===== src/rtl/qr_pkg.sv =====
`timescale 1ns/1ps
`default_nettype none
// ============================================================================
//  Module      : qr_pkg
//  Description : Shared types and constants for the finder-pattern row
//                scanner: run records, scanner FSM states and the
//                1:1:3:1:1 ratio bounds (expressed as multiples of 1/14 of T).
//  Revision    : 1.0 - initial release
// ============================================================================
package qr_pkg;

    localparam int RUN_LEN_W = 11;   // run length / column width
    localparam int ROW_W     = 10;   // row index width
    localparam int TOT_W     = 13;   // 5-run total width
    localparam int PROD_W    = 16;   // ratio products; T is bounded by the row width

    localparam int RATIO_DEN = 14;
    localparam int CENTER_LO = 4;
    localparam int CENTER_HI = 8;
    localparam int SIDE_HI   = 3;

    typedef logic [RUN_LEN_W-1:0] run_len_t;

    typedef struct packed {
        run_len_t               len;
        logic [RUN_LEN_W-1:0]   start;
        logic                   dark;
    } run_rec_t;

    typedef enum logic [0:0] {
        S_IDLE = 1'b0,
        S_RUN  = 1'b1
    } state_t;

    function automatic logic in_band(input logic [PROD_W-1:0] val,
                                     input logic [PROD_W-1:0] lo,
                                     input logic [PROD_W-1:0] hi);
        return (val >= lo) && (val <= hi);
    endfunction

endpackage
`default_nettype wire


===== src/rtl/finder_ratio_check.sv =====
`timescale 1ns/1ps
`default_nettype none
// ============================================================================
//  Module      : finder_ratio_check
//  Description : Registered 1:1:3:1:1 test over a 5-run window (r0 oldest).
//                Produces pass, total width T, centre x of r2 and the row,
//                one cycle after i_eval.
//  Ports       : clk, rst_n (async, active-low)
//                i_eval  - window is a candidate this cycle
//                i_runs  - five run records, index 0 oldest
//                i_row   - row of the window
//                o_pass / o_total / o_x / o_y - registered result
//  Revision    : 1.0 - initial release
// ============================================================================
module finder_ratio_check
    import qr_pkg::*;
#(
    parameter int MIN_TOTAL = 14
) (
    input  logic                 clk,
    input  logic                 rst_n,
    input  logic                 i_eval,
    input  run_rec_t [4:0]       i_runs,
    input  logic [ROW_W-1:0]     i_row,
    output logic                 o_pass,
    output logic [TOT_W-1:0]     o_total,
    output logic [RUN_LEN_W-1:0] o_x,
    output logic [ROW_W-1:0]     o_y
);

    logic [TOT_W-1:0]     w_total;
    logic [PROD_W-1:0]    w_total_p;
    logic [PROD_W-1:0]    w_scaled [5];
    logic                 w_sides_ok;
    logic                 w_centre_ok;
    logic                 w_colours_ok;
    logic                 w_abut_ok;
    logic                 w_ok;

    logic                 r_pass;
    logic [TOT_W-1:0]     r_total;
    logic [RUN_LEN_W-1:0] r_x;
    logic [ROW_W-1:0]     r_y;

    always_comb begin
        w_total   = '0;
        w_abut_ok = 1'b1;
        for (int i = 0; i < 5; i++) begin
            w_total     = w_total + TOT_W'(i_runs[i].len);
            w_scaled[i] = PROD_W'(RATIO_DEN) * PROD_W'(i_runs[i].len);
        end
        // Runs of a genuine window abut each other; anything else is stale.
        for (int i = 0; i < 4; i++) begin
            if (i_runs[i].start + i_runs[i].len != i_runs[i+1].start) begin
                w_abut_ok = 1'b0;
            end
        end
    end

    assign w_total_p    = PROD_W'(w_total);
    assign w_sides_ok   = in_band(w_scaled[0], w_total_p, PROD_W'(SIDE_HI) * w_total_p)
                        & in_band(w_scaled[1], w_total_p, PROD_W'(SIDE_HI) * w_total_p)
                        & in_band(w_scaled[3], w_total_p, PROD_W'(SIDE_HI) * w_total_p)
                        & in_band(w_scaled[4], w_total_p, PROD_W'(SIDE_HI) * w_total_p);
    assign w_centre_ok  = in_band(w_scaled[2], PROD_W'(CENTER_LO) * w_total_p,
                                  PROD_W'(CENTER_HI) * w_total_p);
    assign w_colours_ok = i_runs[0].dark & ~i_runs[1].dark & i_runs[2].dark
                        & ~i_runs[3].dark & i_runs[4].dark;
    assign w_ok         = (w_total >= TOT_W'(MIN_TOTAL)) & w_sides_ok & w_centre_ok
                        & w_colours_ok & w_abut_ok;

    always_ff @(posedge clk or negedge rst_n) begin
        if (!rst_n) begin
            r_pass  <= 1'b0;
            r_total <= '0;
            r_x     <= '0;
            r_y     <= '0;
        end else begin
            r_pass <= i_eval & w_ok;
            if (i_eval) begin
                r_total <= w_total;
                r_x     <= i_runs[2].start + (i_runs[2].len >> 1);
                r_y     <= i_row;
            end
        end
    end

    assign o_pass  = r_pass;
    assign o_total = r_total;
    assign o_x     = r_x;
    assign o_y     = r_y;

endmodule
`default_nettype wire


===== src/rtl/finder_row_scanner.sv =====
`timescale 1ns/1ps
`default_nettype none
// ============================================================================
//  Module      : finder_row_scanner
//  Description : Run-length encodes each row of a binarized pixel stream and
//                reports horizontal 1:1:3:1:1 finder cross-sections, plus a
//                per-frame hit count.
//  Ports       : clk_in, rst_in (async, active-low)
//                valid_in, pixel_in (0 = dark), hcount_in, vcount_in
//                frame_done_in    - end-of-frame pulse
//                hit_valid_out    - hit strobe; hit_x/y/width_out hold between
//                hit_count_out    - hits in the last completed frame
//  Revision    : 1.0 - initial release
// ============================================================================
module finder_row_scanner
    import qr_pkg::*;
#(
    parameter int WIDTH     = 640,
    parameter int RUN_W     = 11,
    parameter int MIN_TOTAL = 14,
    parameter int CNT_W     = 10
) (
    input  logic                 clk_in,
    input  logic                 rst_in,
    input  logic                 valid_in,
    input  logic                 pixel_in,
    input  logic [10:0]          hcount_in,
    input  logic [9:0]           vcount_in,
    input  logic                 frame_done_in,
    output logic                 hit_valid_out,
    output logic [10:0]          hit_x_out,
    output logic [9:0]           hit_y_out,
    output logic [12:0]          hit_width_out,
    output logic [CNT_W-1:0]     hit_count_out
);

    localparam logic [10:0]      c_last_col = 11'(WIDTH - 1);
    localparam run_len_t         c_len_max  = run_len_t'((1 << RUN_W) - 1);
    localparam logic [CNT_W-1:0] c_cnt_max  = {CNT_W{1'b1}};

    state_t           r_state,   w_state_nx;
    run_rec_t         r_cur,     w_cur_nx;
    run_rec_t [4:0]   r_hist,    w_hist_nx;     // index 0 oldest, 4 newest
    logic [2:0]       r_hcnt,    w_hcnt_nx;     // runs held in history, 0..5
    logic [10:0]      r_prev_h;
    logic [9:0]       r_prev_v;

    run_rec_t         w_open;
    run_rec_t         w_closed;
    run_rec_t [4:0]   w_pushed;
    logic [2:0]       w_pushed_cnt;
    run_len_t         w_len_inc;
    logic             w_row_end;
    logic             w_contig;
    logic             w_same;
    logic             w_eval;

    run_rec_t [4:0]   r_win;
    logic             r_eval;
    logic [9:0]       r_row;

    logic             w_chk_pass;
    logic [12:0]      w_chk_total;
    logic [10:0]      w_chk_x;
    logic [9:0]       w_chk_y;

    logic [CNT_W-1:0] r_hit_cnt;
    logic [CNT_W-1:0] w_cnt_inc;

    assign w_open    = '{len: run_len_t'(1), start: hcount_in, dark: ~pixel_in};
    assign w_row_end = (hcount_in == c_last_col);
    assign w_contig  = (hcount_in == r_prev_h + 11'd1) && (vcount_in == r_prev_v);
    assign w_same    = (~pixel_in == r_cur.dark);
    assign w_len_inc = (r_cur.len == c_len_max) ? r_cur.len : r_cur.len + run_len_t'(1);
    assign w_cnt_inc = (r_hit_cnt == c_cnt_max) ? r_hit_cnt : r_hit_cnt + CNT_W'(1);

    always_ff @(posedge clk_in or negedge rst_in) begin
        if (!rst_in) begin
            r_state <= S_IDLE;
        end else begin
            r_state <= w_state_nx;
        end
    end

    always_comb begin
        w_state_nx   = r_state;
        w_cur_nx     = r_cur;
        w_hist_nx    = r_hist;
        w_hcnt_nx    = r_hcnt;
        w_closed     = r_cur;
        w_pushed     = r_hist;
        w_pushed_cnt = r_hcnt;
        w_eval       = 1'b0;

        // End of frame wins over a coincident pixel, which is dropped.
        if (frame_done_in) begin
            w_state_nx = S_IDLE;
            w_hist_nx  = '0;
            w_hcnt_nx  = '0;
        end else if (valid_in) begin
            case (r_state)
                S_IDLE: begin
                    w_cur_nx   = w_open;
                    w_state_nx = S_RUN;
                end
                S_RUN: begin
                    if (!w_contig) begin
                        w_cur_nx  = w_open;
                        w_hist_nx = '0;
                        w_hcnt_nx = '0;
                    end else begin
                        if (w_same) begin
                            w_cur_nx     = r_cur;
                            w_cur_nx.len = w_len_inc;
                            w_closed     = w_cur_nx;
                        end else begin
                            w_cur_nx = w_open;
                        end
                        // On a colour change at the row end the 1-pixel run is
                        // simply never pushed.
                        if (!w_same || w_row_end) begin
                            w_pushed     = {w_closed, r_hist[4:1]};
                            w_pushed_cnt = (r_hcnt == 3'd5) ? r_hcnt : r_hcnt + 3'd1;
                            w_eval       = w_closed.dark && (w_pushed_cnt == 3'd5);
                            w_hist_nx    = w_pushed;
                            w_hcnt_nx    = w_pushed_cnt;
                        end
                    end
                end
                default: w_state_nx = S_IDLE;
            endcase
            if (w_row_end) begin
                w_state_nx = S_IDLE;
                w_hist_nx  = '0;
                w_hcnt_nx  = '0;
            end
        end
    end

    always_ff @(posedge clk_in or negedge rst_in) begin
        if (!rst_in) begin
            r_cur    <= '0;
            r_hist   <= '0;
            r_hcnt   <= '0;
            r_prev_h <= '0;
            r_prev_v <= '0;
            r_win    <= '0;
            r_eval   <= 1'b0;
            r_row    <= '0;
        end else begin
            r_cur  <= w_cur_nx;
            r_hist <= w_hist_nx;
            r_hcnt <= w_hcnt_nx;
            r_eval <= w_eval;
            if (valid_in) begin
                r_prev_h <= hcount_in;
                r_prev_v <= vcount_in;
            end
            // The window is snapshotted because a row-end flush clears history
            // in the same cycle.
            if (w_eval) begin
                r_win <= w_pushed;
                r_row <= vcount_in;
            end
        end
    end

    finder_ratio_check #(
        .MIN_TOTAL (MIN_TOTAL)
    ) u_ratio (
        .clk     (clk_in),
        .rst_n   (rst_in),
        .i_eval  (r_eval),
        .i_runs  (r_win),
        .i_row   (r_row),
        .o_pass  (w_chk_pass),
        .o_total (w_chk_total),
        .o_x     (w_chk_x),
        .o_y     (w_chk_y)
    );

    always_ff @(posedge clk_in or negedge rst_in) begin
        if (!rst_in) begin
            hit_valid_out <= 1'b0;
            hit_x_out     <= '0;
            hit_y_out     <= '0;
            hit_width_out <= '0;
        end else begin
            hit_valid_out <= w_chk_pass;
            if (w_chk_pass) begin
                hit_x_out     <= w_chk_x;
                hit_y_out     <= w_chk_y;
                hit_width_out <= w_chk_total;
            end
        end
    end

    // A strobe coincident with frame_done still belongs to the closing frame.
    always_ff @(posedge clk_in or negedge rst_in) begin
        if (!rst_in) begin
            r_hit_cnt     <= '0;
            hit_count_out <= '0;
        end else if (frame_done_in) begin
            hit_count_out <= hit_valid_out ? w_cnt_inc : r_hit_cnt;
            r_hit_cnt     <= '0;
        end else if (hit_valid_out) begin
            r_hit_cnt <= w_cnt_inc;
        end
    end

endmodule
`default_nettype wire


===== config.mk =====
export PLATFORM = sky130hd
export DESIGN_NAME = finder_row_scanner
export DESIGN_NICKNAME = d
export VERILOG_FILES = /design/src/rtl/qr_pkg.sv /design/src/rtl/finder_ratio_check.sv /design/src/rtl/finder_row_scanner.sv
export SDC_FILE = /design/constraint.sdc
export NUM_CORES = 1
export LEC_CHECK = 0
export BUFFER_PORTS_ARGS = -buffer_cell sky130_fd_sc_hd__buf_4
export CELL_PAD_IN_SITES_DETAIL_PLACEMENT = 1
export CELL_PAD_IN_SITES_GLOBAL_PLACEMENT = 2
export CORE_ASPECT_RATIO = 1.25
export CORE_MARGIN = 2
export CORE_UTILIZATION = 40
export CTS_BUF_LIST = sky130_fd_sc_hd__clkbuf_4
export CTS_CLUSTER_SIZE = 16
export DETAILED_ROUTE_END_ITERATION = 12
export HOLD_SLACK_MARGIN = 0.08
export PLACE_DENSITY = 0.88
export SLEW_MARGIN = 20
export SYNTH_ARGS = -nofsm -noshare
export SYNTH_HDL_FRONTEND = slang
export SYNTH_SLANG_ARGS = --single-unit

===== constraint.sdc =====
create_clock -name clk_in -period 22.1 [get_ports clk_in]
set_input_delay 3.315 -clock clk_in [delete_from_list [all_inputs] [get_ports clk_in]]
set_output_delay 3.315 -clock clk_in [all_outputs]
set_load 0.02 [all_outputs]

# Yosys cells after proc, flatten, opt, wreduce, memory -nomap -nowiden
# Cells that the tools add are included.
[totals]
regBits = 379
wordCells = 166
in_bits = 26
out_inout_bits = 45
[op_classes]
add_sub_neg = 13
mux = 41
magnitude_cmp = 11
n_mul = 6
n_eq_ne = 14
n_reduce_logical = 15
n_bitwise = 17
[ops]
columns = ["op", "n"]
rows = [
  ["$mux W115", 10],
  ["$mux W23", 7],
  ["$le A15 B16 Y1", 5],
  ["$mul A3 B11 Y14 const A", 5],
  ["$ge A15 B13 Y1", 4],
  ["$pmux W23 S2", 1],
  ["$add A11 B11 Y11", 4],
  ["$ne A11 B11 Y1", 4],
  ["$add A13 B11 Y13", 3],
  ["$mux W10", 3],
  ["$add A11 B1 Y11 const B", 2],
  ["$mux W3", 7],
  ["$ge A15 B15 Y1", 1],
  ["$mul A2 B13 Y15 const A", 1],
  ["$ge A13 B4 Y1 const B", 1],
  ["$add A11 B11 Y12", 1],
  ["$and A1 B1 Y1", 12],
  ["$mux W1", 12],
  ["$add A11 B10 Y11", 1],
  ["$eq A11 B10 Y1 const B", 1],
  ["$eq A11 B11 Y1", 1],
  ["$eq A11 B11 Y1 const B", 1],
  ["$mux W11", 1],
  ["$add A10 B1 Y10 const B", 1],
  ["other kinds (15)", 28],
]

# Logic depth before layout (Yosys ltp)
# Gate-level depths: netlist (run 1).
[depth]
word_depth = 15
mapped_depth = 38
mapped_depth_nobuf = 38

# Hierarchy
# From an unflattened synthesis (run 1), not the netlist that was laid out.
[hier_totals]
hier_cells = 2521
hier_area_um2 = 26369.0
[modules_own_cells]
columns = ["module", "seq_area_each_um2", "n_inst", "area_per_inst_um2", "cells_each"]
rows = [
  ["finder_row_scanner", 8608.3, 1, 14647.8, 1237],
  ["finder_ratio_check", 875.8, 1, 11721.2, 1284],
]

# Worst setup path before layout (run 1)
# OpenSTA, ideal clock, no wires.
[synth_timing]
kind = "reg-to-reg"
startpoint = "register r_win[12] (netlist name)"
endpoint = "register u_ratio.r_pass (netlist: u_ratio.o_pass)"
arrival_ns = 7.218
setup_slack_ns = 14.783
setup_time_ns = 0.099
n_path_buf = 0
required_ns = 22.001
path_stages_with_launch = 32
period_less_slack_ns = 7.317
path_cell_list = "dfrtp_1 ha_1 inv_1 fa_1 fa_1 inv_1 fa_1 ha_1 fa_1 xnor2_1 inv_1 ha_1 a21oi_1 o21bai_1 a21oi_1 o21bai_1 a21oi_1 nor2b_1 o21a_1 o41a_1 a21oi_1 ha_1 nand3_1 nor3_1 a221oi_1 o211ai_1 a221oi_1 nand4_1 nor4_1 and4_1 nand4_1 a311oi_1"
[synth_between]
elab_chain_cells = 15
word_cells_on_any_way = 36
cone_classes = "add/sub (5); mul (2); order compare (11); eq/ne (1); mux (4); bitwise (8); reduce/logical (5)"
[synth_lines]
columns = ["element", "line_no", "text"]
rows = [
  ["from (decl)", "finder_row_scanner.sv:58", "run_rec_t [4:0] r_win;"],
  ["from (signal assigned)", "finder_row_scanner.sv:162", "r_win <= w_pushed;"],
  ["$add A11 B11 Y12 *", "finder_ratio_check.sv:49", "w_total = w_total + TOT_W'(i_runs[i].len);"],
  ["$add A13 B11 Y13 * (3 in series)", "finder_ratio_check.sv:49", ""],
  ["net u_ratio.w_total[3]", "finder_ratio_check.sv:31", "logic [TOT_W-1:0] w_total;"],
  ["$mul A2 B13 Y15", "-", ""],
  ["$le A15 B16 Y1", "qr_pkg.sv:38", "return (val >= lo) && (val <= hi);"],
  ["$logic_and A1 B1 Y1", "qr_pkg.sv:38", ""],
  ["$and A1 B1 Y1", "finder_ratio_check.sv:62", "& in_band(w_scaled[1], w_total_p, PROD_W'(SIDE_HI) * w_total_p)"],
  ["$and A1 B1 Y1", "finder_ratio_check.sv:63", "& in_band(w_scaled[3], w_total_p, PROD_W'(SIDE_HI) * w_total_p)"],
  ["$and A1 B1 Y1", "finder_ratio_check.sv:64", "& in_band(w_scaled[4], w_total_p, PROD_W'(SIDE_HI) * w_total_p);"],
  ["$and A1 B1 Y1", "finder_ratio_check.sv:69", "assign w_ok = (w_total >= TOT_W'(MIN_TOTAL)) & w_sides_ok & w_centre_ok"],
  ["$and A1 B1 Y1 *", "finder_ratio_check.sv:69", ""],
  ["$and A1 B1 Y1 * (2 in series)", "finder_ratio_check.sv:70", "& w_colours_ok & w_abut_ok;"],
  ["$and A1 B1 Y1 *", "finder_ratio_check.sv:79", "r_pass <= i_eval & w_ok;"],
  ["to (signal assigned)", "finder_ratio_check.sv:79", ""],
  ["to (decl)", "finder_ratio_check.sv:40", "logic r_pass;"],
]
# Mark *: on every way through the listed nets, which the timed path passes. The rest lies on a longest branch.
# A chain may end at the register's enable or synchronous reset.

# Final worst setup path (run 1)
# Same ends and word-level chain as after synthesis.

==> summary by stage, run 1 <==
Status
The run finished with clean final reports.

Critical path
The largest incremental delay on the critical path is 870 ps. The kind of start point of the critical path is a register. The highest net fanout along the worst path is 8. The category of the most critical setup path is register to register. The endpoint arrival time on the critical path is 9530 ps.

For the worst setup path, the data required time is 22,850 ps. The highest-delay cell along the critical path is sky130_fd_sc_hd__xnor2_1. The source of the critical timing path is r_win[12]. The endpoint kind of the worst setup timing path is a register. In this run the critical register-to-register path is launched from r_win[12].

Floorplanning
The overall die height is 287 um. The placement row count is 103. In this run the horizontal extent of the chip is 230 um. The standard cell core area is 63,100 sq um.

The starting density of the core is 40.5%. The die outline area is 65,900 sq um. The number of I/O pins is 71.

Logic synthesis
Each instance of the synthesized netlist takes up on average 9.88 sq um. By area the synthesized netlist is led by sky130_fd_sc_hd__dfrtp_1 36%, sky130_fd_sc_hd__ha_1 14%, sky130_fd_sc_hd__fa_1 6.6%. The top cell type by total area after synthesis is sky130_fd_sc_hd__dfrtp_1. The number of warnings printed during yosys synthesis is 0. The share of flip-flops with an asynchronous set or reset is 100%. The count of distinct cell types in the synthesized netlist is 81.

The sequential element share of the synthesized area is 35.6%. The post-synthesis instance area is 25,500 sq um. In this run, synthesis produced a sequential element count of 363. The leading register cell type out of synthesis is sky130_fd_sc_hd__dfrtp_1. The fraction of post-synthesis cell area in the top cell type by area is 35.6%.

Synthesis produced 2,585 cells. The number of nets handed over by synthesis was 2,986. The number of enable flip-flop cells after synthesis is 0.

Clock tree
The root buffer cell chosen for the clock tree is sky130_fd_sc_hd__clkbuf_4. TritonCTS built the clock tree. The number of buffers created by CTS is 97.

The H-tree depth is 3. The number of buffers inserted to repair setup after CTS is 0. The number of buffers inserted for hold repair after clock tree synthesis is 0. The number of buffers on the longest clock path is 3. The clock insertion delay at the later pin of the skew report is 910 ps.

The clock sink count is 363. The number of gates resized after CTS is 0. The clock transition at the register clock pins on the worst setup and hold paths after CTS is 60 ps.

GRT
The total routing usage reported by global routing is 25.9%. The initial antenna violation count is 4. The maximum number of pins on one net before global-route repair is 180. The total grt overflow is 0. The via count of the first global-routing pass came to 22,400. The global-route wire length before repair is 131,000 um.

Timing
Across the routed clock network, the largest skew measured is 82.7 ps. The number of failing hold endpoints at the final stage is 0. The relative slew slack is 28.2%. For the pin with the worst max-slew slack, the measured transition is 1070 ps. The worst path uses 39.7% of the clock period. The count of final max-slew check failures is 0. Setup repair after global routing left no endpoint under its margin. The maximum clock frequency is 114 MHz. The post-layout minimum cycle time is 8780 ps. Final hold analysis gives a worst-case slack of 471 ps. Setup violations remaining at the end of the flow were counted as 0.

The aggregate negative setup slack is 0 ps.

Min path
The startpoint identified for the worst hold timing path is r_win[0]. The type of the most critical hold path is register to register.

Drt
After detailed routing, the number of remaining DRC violations is 0. The routed wire length is 84,400 um. Dividing the detail-routed via count by the number of cells gives 5.65. The met3 routed wirelength is 2650 um. The initial DRC count is 1,030.

In the final routing, the length of wire on met1 measures 33,300 um. The first detailed-routing pass ran for 5 iterations. The count of vias placed by the detailed router is 20,400. The top layer used by detailed routing is met5. The final antenna-violating net count is 0. After detailed routing, the average wire length per cell comes to 23.4 um. Wire segments on met2 add up to 44,200 um in the final route.

Cells and area
Registers take 9080 sq um. Summing all multi-input logic gate instances after layout gives 15,600 sq um. The area added between synthesis and finish is 10.2%. After routing the design area is 28,200 sq um. The layout filler cell count is 7,196. Cells with a size suffix above 1 make up 13.1% of the layout.

The layout net count is 3,091.

Pwr
Across the VDD grid, the largest voltage drop is 0.0000385 V. The total power consumption of the routed design is 1360 uW. In this run the static leakage power is 0.0142 uW. In this run the power density over the cells is 48.2 nW/um^2.

Place
The placed instances occupy a cell area of 26,900 sq um. Once detailed placement completed, the half-perimeter wirelength came to 66,500 um. The number of input and output port buffers inserted is 70. Routability-driven placement finished with a final weighted congestion of 0.959.

Run
Max-cap violations in this run came to 0.
state kept, by name (all words and copies together) (netlist names):
name             flops
r_hcnt               3
hit_y_out           10
r_row               10
u_ratio.o_total     13
r_cur               23
r_win              115
hit_count_out       10
r_prev_v            10
r_hist              99
r_state              1
hit_x_out           11
r_prev_h            11
u_ratio.o_x         11
u_ratio.o_y         10
r_eval               1
u_ratio.o_pass       1
hit_width_out       13
r_hit_cnt           10
hit_valid_out        1
layer usage:
layer  vias up  global-route usage (%)
li1       9497                       -
met5         -                       0
met2       388                    47.3
met3       165                    3.40
met1     10300                    29.4
met4         2                    13.1
cells in the mapped netlist, drive strengths merged, types with 27 or more instances:
library cell and n:
nand2 365, dfrtp 363, ha 291, o21ai 167, inv 127, nor2 116
a21oi 113, xnor2 112, mux2 98, a22o 92, fa 84, xor2 68
clkbuf 57, nand3 44, a21o 40, o22ai 38, nand4 33, buf 30
nor3 29, nor2b 27
final cells by class:
cell class | instances | share of cell area, %
Tap cell | 840 | 3.73
Inverter | 127 | 1.69
Multi-Input combinational cell | 2008 | 55.4
Clock inverter | 33 | 0.671
Clock buffer | 138 | 3.68
Antenna cell | 5 | 0.0444
Timing Repair Buffer | 93 | 2.55
Sequential cell | 363 | 32.3
cell families after synthesis:
logic type	synth area share [%]
compound gates	16.5
xor+xnor	6.17
fa+ha+maj	21.0
buf+inv	3.51
flops	35.6
mux	4.68
simple gates	12.6
layout by cell type, fill, tap and decap left out, types with 91 or more instances in the layout:
cell                       count
sky130_fd_sc_hd__nand2_1     365
sky130_fd_sc_hd__dfrtp_1     363
sky130_fd_sc_hd__ha_1        291
sky130_fd_sc_hd__o21ai_0     150
sky130_fd_sc_hd__clkbuf_4    138
sky130_fd_sc_hd__inv_1       126
sky130_fd_sc_hd__a21oi_1     113
sky130_fd_sc_hd__nor2_1      113
sky130_fd_sc_hd__xnor2_1     112
sky130_fd_sc_hd__mux2_2       97
sky130_fd_sc_hd__a22o_1       92
sky130_fd_sc_hd__buf_4        91
critical path: cells and delay by family, from the launching register on:
kind	cells	cell delay (ps)
AOI/OAI and AO/OA	11	2450
xor gates and xnor gates	2	1340
adders and majority gates	8	3070
buffers and inverters	3	330
DFF	1	580
and+or+nand+nor	7	870
final timing paths:
path,endpoint,slack (ps),cells after the start
min in group asynchronous,r_hit_cnt[8],2480,1
worst min register to register,r_win[0],470,2
worst min-delay path,r_win[0],470,2
worst max-delay path,u_ratio.o_pass,13320,31
worst max register to register,u_ratio.o_pass,13320,31
max in group asynchronous,u_ratio.o_pass,18000,2
metrics by stage:
stage | utilization, % | setup WS [ps] | std cells
2_1_floorplan | - | 14780 | 2585
3_3_place_gp | 42.6 | 13610 | 3431
3_5_place_dp | 42.6 | 13370 | 3431
4_1_cts | 44.6 | 13310 | 3602
5_1_grt | 44.6 | 12580 | 3607
6_report | 44.6 | 13320 | 3607
power breakdown:
part	total, uW	internal [uW]	switching (uW)
sequential	682	673	9.20
combinational	80.9	25.6	55.2
clock	595	293	302
No activity file was read; power rests on OpenSTA's default activity.
==> inputs of run 2 (changes only) <==
--- a/config.mk
+++ b/config.mk
@@ -5,6 +5,7 @@
 export SDC_FILE = /design/constraint.sdc
 export NUM_CORES = 1
 export LEC_CHECK = 0
+export ABC_AREA = 1
 export BUFFER_PORTS_ARGS = -buffer_cell sky130_fd_sc_hd__buf_4
 export CELL_PAD_IN_SITES_DETAIL_PLACEMENT = 1
 export CELL_PAD_IN_SITES_GLOBAL_PLACEMENT = 2
@@ -15,7 +16,7 @@
 export CTS_CLUSTER_SIZE = 16
 export DETAILED_ROUTE_END_ITERATION = 12
 export HOLD_SLACK_MARGIN = 0.08
-export PLACE_DENSITY = 0.88
+export PLACE_DENSITY = 0.93
 export SLEW_MARGIN = 20
 export SYNTH_ARGS = -nofsm -noshare
 export SYNTH_HDL_FRONTEND = slang
==> constraint.sdc (replaced) <==
create_clock -name clk_in -period 8.2 [get_ports clk_in]
set_input_delay 1.23 -clock clk_in [delete_from_list [all_inputs] [get_ports clk_in]]
set_output_delay 1.23 -clock clk_in [all_outputs]
set_load 0.02 [all_outputs]
==> summary by stage, run 2 <==
Status
The run finished with clean final reports.

Logic synthesis
The share of flip-flops with an asynchronous set or reset is 100% (unchanged). The net count after synthesis is 3,983 (+33%). The synthesized instance count is 3,582 (+39%). The number of enable flip-flop cells after synthesis came to 0 (unchanged).

Counting instances in the post-synthesis netlist gives the leading cell types as 878 x sky130_fd_sc_hd__nand2_1, 483 x sky130_fd_sc_hd__inv_1, 379 x sky130_fd_sc_hd__dfrtp_1, 356 x sky130_fd_sc_hd__o21ai_0, 291 x sky130_fd_sc_hd__ha_1. The fraction of post-synthesis cell area in the top cell type by area is 33.6% (-1.9 points). The post-synthesis instance area came to 28,200 sq um (+10%). The number of warnings printed during yosys synthesis came to 0 (unchanged). The count of distinct cell types in the synthesized netlist was 48 (-41%). The top cell type by total area after synthesis is sky130_fd_sc_hd__dfrtp_1. In the post-synthesis netlist, the biggest area contributors are sky130_fd_sc_hd__dfrtp_1 34%, sky130_fd_sc_hd__ha_1 13%, sky130_fd_sc_hd__nand2_1 12%. The sequential element share of the synthesized area is 33.6% (-1.9 points).

The most instantiated library cell after synthesis is sky130_fd_sc_hd__nand2_1. The number of synthesized register bits is 379 (+4.4%). For this run, the leading register cell type out of synthesis is sky130_fd_sc_hd__dfrtp_1. The mean post-synth cell area came to 7.88 sq um (-20%).

Clock tree
The clock insertion delay at the later pin of the skew report is 930 ps (+20 ps). The number of buffers on the longest clock path is 3 (unchanged). The H-tree depth is 3 (unchanged).

TritonCTS built the clock tree. The clock transition at the register clock pins on the worst setup and hold paths after CTS is 60 ps (about the same). The clock sink count came to 379 (+4.4%). CTS placed an instance of sky130_fd_sc_hd__clkbuf_4 at the clock tree root. The number of buffers inserted for hold repair after clock tree synthesis came to 0 (unchanged). The number of buffers created by CTS is 102 (+5.2%).

Timing
The number of failing hold endpoints at the final stage is 0 (unchanged). The post-layout minimum cycle time is 7370 ps (-1410 ps). The worst setup skew after layout came to 50.4 ps (-32.4 ps). The setup slack of the critical path after layout came to 830 ps (-12,490 ps). The aggregate negative setup slack is 0 ps (unchanged). The pin slew with the least headroom to its limit came to 1010 ps (-59.0 ps). The final worst-path cycle share is 89.9% (+50 points). The count of final setup violators is 0 (unchanged). The maximum clock frequency is 136 MHz (+19%).

The count of final max-slew check failures is 0 (unchanged). The relative slew slack was 32.6% (+4.4 points). Setup repair after global routing left no endpoint under its margin.

Pwr
The power per cell area is 127 nW/um^2 (+160%). The peak supply drop is 0.000121 V (+210%). The total leakage power is 0.0156 uW (+9.5%).

Critical path
The highest-delay cell along the critical path is sky130_fd_sc_hd__dfrtp_1. The setup path with the least slack is of type register to register. The source of the critical timing path is r_win[13]. The endpoint kind of the worst setup timing path is a register. The largest incremental delay on the critical path is 520 ps (-350 ps). The startpoint of the worst register-to-register path is r_win[13].

In this design, the critical path's most frequently occurring cell is sky130_fd_sc_hd__inv_1. The endpoint arrival time on the critical path was 8200 ps (-1330 ps). The kind of start point of the critical path is a register. The highest net fanout along the worst path was 10 (+2). The endpoint required time on the critical path is 9030 ps (-13,820 ps).

Floorplanning
The placement row count was 108 (+4.9%). The chip width is 242 um (+5.0%). The overall die height is 301 um (+5.0%). The standard cell core area is 69,600 sq um (+10%). The number of I/O pins came to 71 (unchanged).

The starting density of the core came to 40.5% (+0.091 points). The die outline area is 72,700 sq um (+10%).

GRT
The global-route wire length before repair came to 146,000 um (+11%). The via count of the first global-routing pass is 26,100 (+17%). The total grt overflow was 0 (unchanged). The maximum number of pins on one net before global-route repair came to 155 (-14%). The total routing usage reported by global routing came to 25.7% (-0.20 points).

The initial antenna violation count is 5 (+1).

Place
The minimum setup slack after placement was 803 ps (-12,570 ps). The routability congestion estimate is 0.931 (-2.9%). The number of input and output port buffers inserted came to 70 (unchanged). The HPWL after detailed placement is 71,100 um (+7.0%).

Run
The max capacitance violation total is 0 (unchanged).

Drt
The routed wire length is 92,500 um (+9.6%). The routed via count divided by cell count is 5.29 (-6.4%). The initial DRC count is 1,106 (+7.4%). The final routed wire length divided by cell count is 19.7 um (-16%). The final antenna-violating net count is 0 (unchanged).

The remaining routing DRC violations is 0 (unchanged). The number of optimization iterations in the first detailed-route pass came to 5 (unchanged). The count of vias placed by the detailed router came to 24,800 (+22%).

Min path
The path class of the tightest hold or removal check is primary input to asynchronous set/reset pin.

Cells and area
Compared with the post-synthesis result, the final layout area differs by 9.63%. The layout net count is 4,075 (+32%). The top cell types in the final layout, fill and taps aside, are 876 x sky130_fd_sc_hd__nand2_1, 482 x sky130_fd_sc_hd__inv_1, 378 x sky130_fd_sc_hd__dfrtp_1.

The commonest non-fill, non-tap cell in the layout is sky130_fd_sc_hd__nand2_1. The fraction of final layout cells sized beyond drive strength 1 is 8.01% (-5.1 points). The largest registers in the layout are r_hist: 115 flops, r_win: 115 flops, r_cur: 23 flops.
run 2: cell types whose count changed after synthesis, moves of 78 or more:
cell and delta:
sky130_fd_sc_hd__o21ai_1 +91, sky130_fd_sc_hd__a22o_1 -92, sky130_fd_sc_hd__mux2_2 -78, sky130_fd_sc_hd__nand2_1 +513
sky130_fd_sc_hd__inv_1 +357, sky130_fd_sc_hd__o21ai_0 +206, sky130_fd_sc_hd__nand3_1 +80
run 2: path summary, 6_finish.rpt:
check	slack, ps	to	depth (start not counted)
max in group asynchronous	5990	u_ratio.o_y[4]	3
max	830	u_ratio.o_pass	40
max reg2reg	830	u_ratio.o_pass	40
min reg2reg	470	r_win[92]	1
min in group clk_in	470	r_win[92]	1
min	300	hit_width_out[3]	1
run 2: cell type report:
type	instances	area [sq um]
diodes	7	17.5
clock buffers	146	1100
clock inverters	31	201
fillers	8645	38700
inverters	490	1840
multi-input cells	2607	16400
flip-flops and latches	379	9490
well taps	935	1170
repair buffers	94	726
run 2: timing repair:
action,4_1_cts,5_1_grt
resized for setup,0,1
setup buffers,0,0
endpoints found under the setup margin,0,1
run 2: through the flow:
stage	power (uW)	cell area [sq um]	instances	utilization, %	hold WS, ps
2_1_floorplan	2110	28200	3582	-	406
3_3_place_gp	2240	29600	4505	42.6	458
3_5_place_dp	2250	29600	4505	42.6	455
4_1_cts	4000	30900	4682	44.4	323
5_1_grt	4150	30900	4688	44.4	275
6_report	3940	30900	4689	44.4	302
run 2: cell families (layout without fill, tap and decap cells):
| group | after synthesis | in the layout | share of synthesized area, % |
|---|---|---|---|
| buffers and inverters | 596 | 761 | 8.34 |
| XOR/XNOR | 161 | 161 | 5.10 |
| flip-flops | 379 | 379 | 33.6 |
| multiplexers | 24 | 24 | 0.936 |
| AND/OR/NAND/NOR | 1272 | 1272 | 18.5 |
| AO/OA/AOI/OAI | 775 | 775 | 14.7 |
| other | 0 | 7 | 0 |
| adder cells (fa/ha/maj) | 375 | 375 | 18.9 |
run 2: critical path: cells and delay by family (launching register included):
family          cells  cell delay, ps
fa+ha+maj           6            2340
xor+xnor            1             170
compound gates      8            1550
simple gates       16            1750
flops               1             520
buf+inv             9             910
run 2: routing by layer:
layer | part of all wire [%] | wire, um | track usage (%)
met3 | 3.2 | 2990 | 3.29
met4 | 5.8 | 5360 | 13.7
met5 | 0.014 | 13 | 0
met1 | 42 | 38500 | 30.1
met2 | 49 | 45700 | 45.7
run 2: report_power, final:
group,switching (uW),total [uW],internal [uW],leakage [uW]
Clock,850,1730,885,0.000772
Combinational,235,308,72.2,0.00984
Sequential,13.4,1900,1890,0.00494
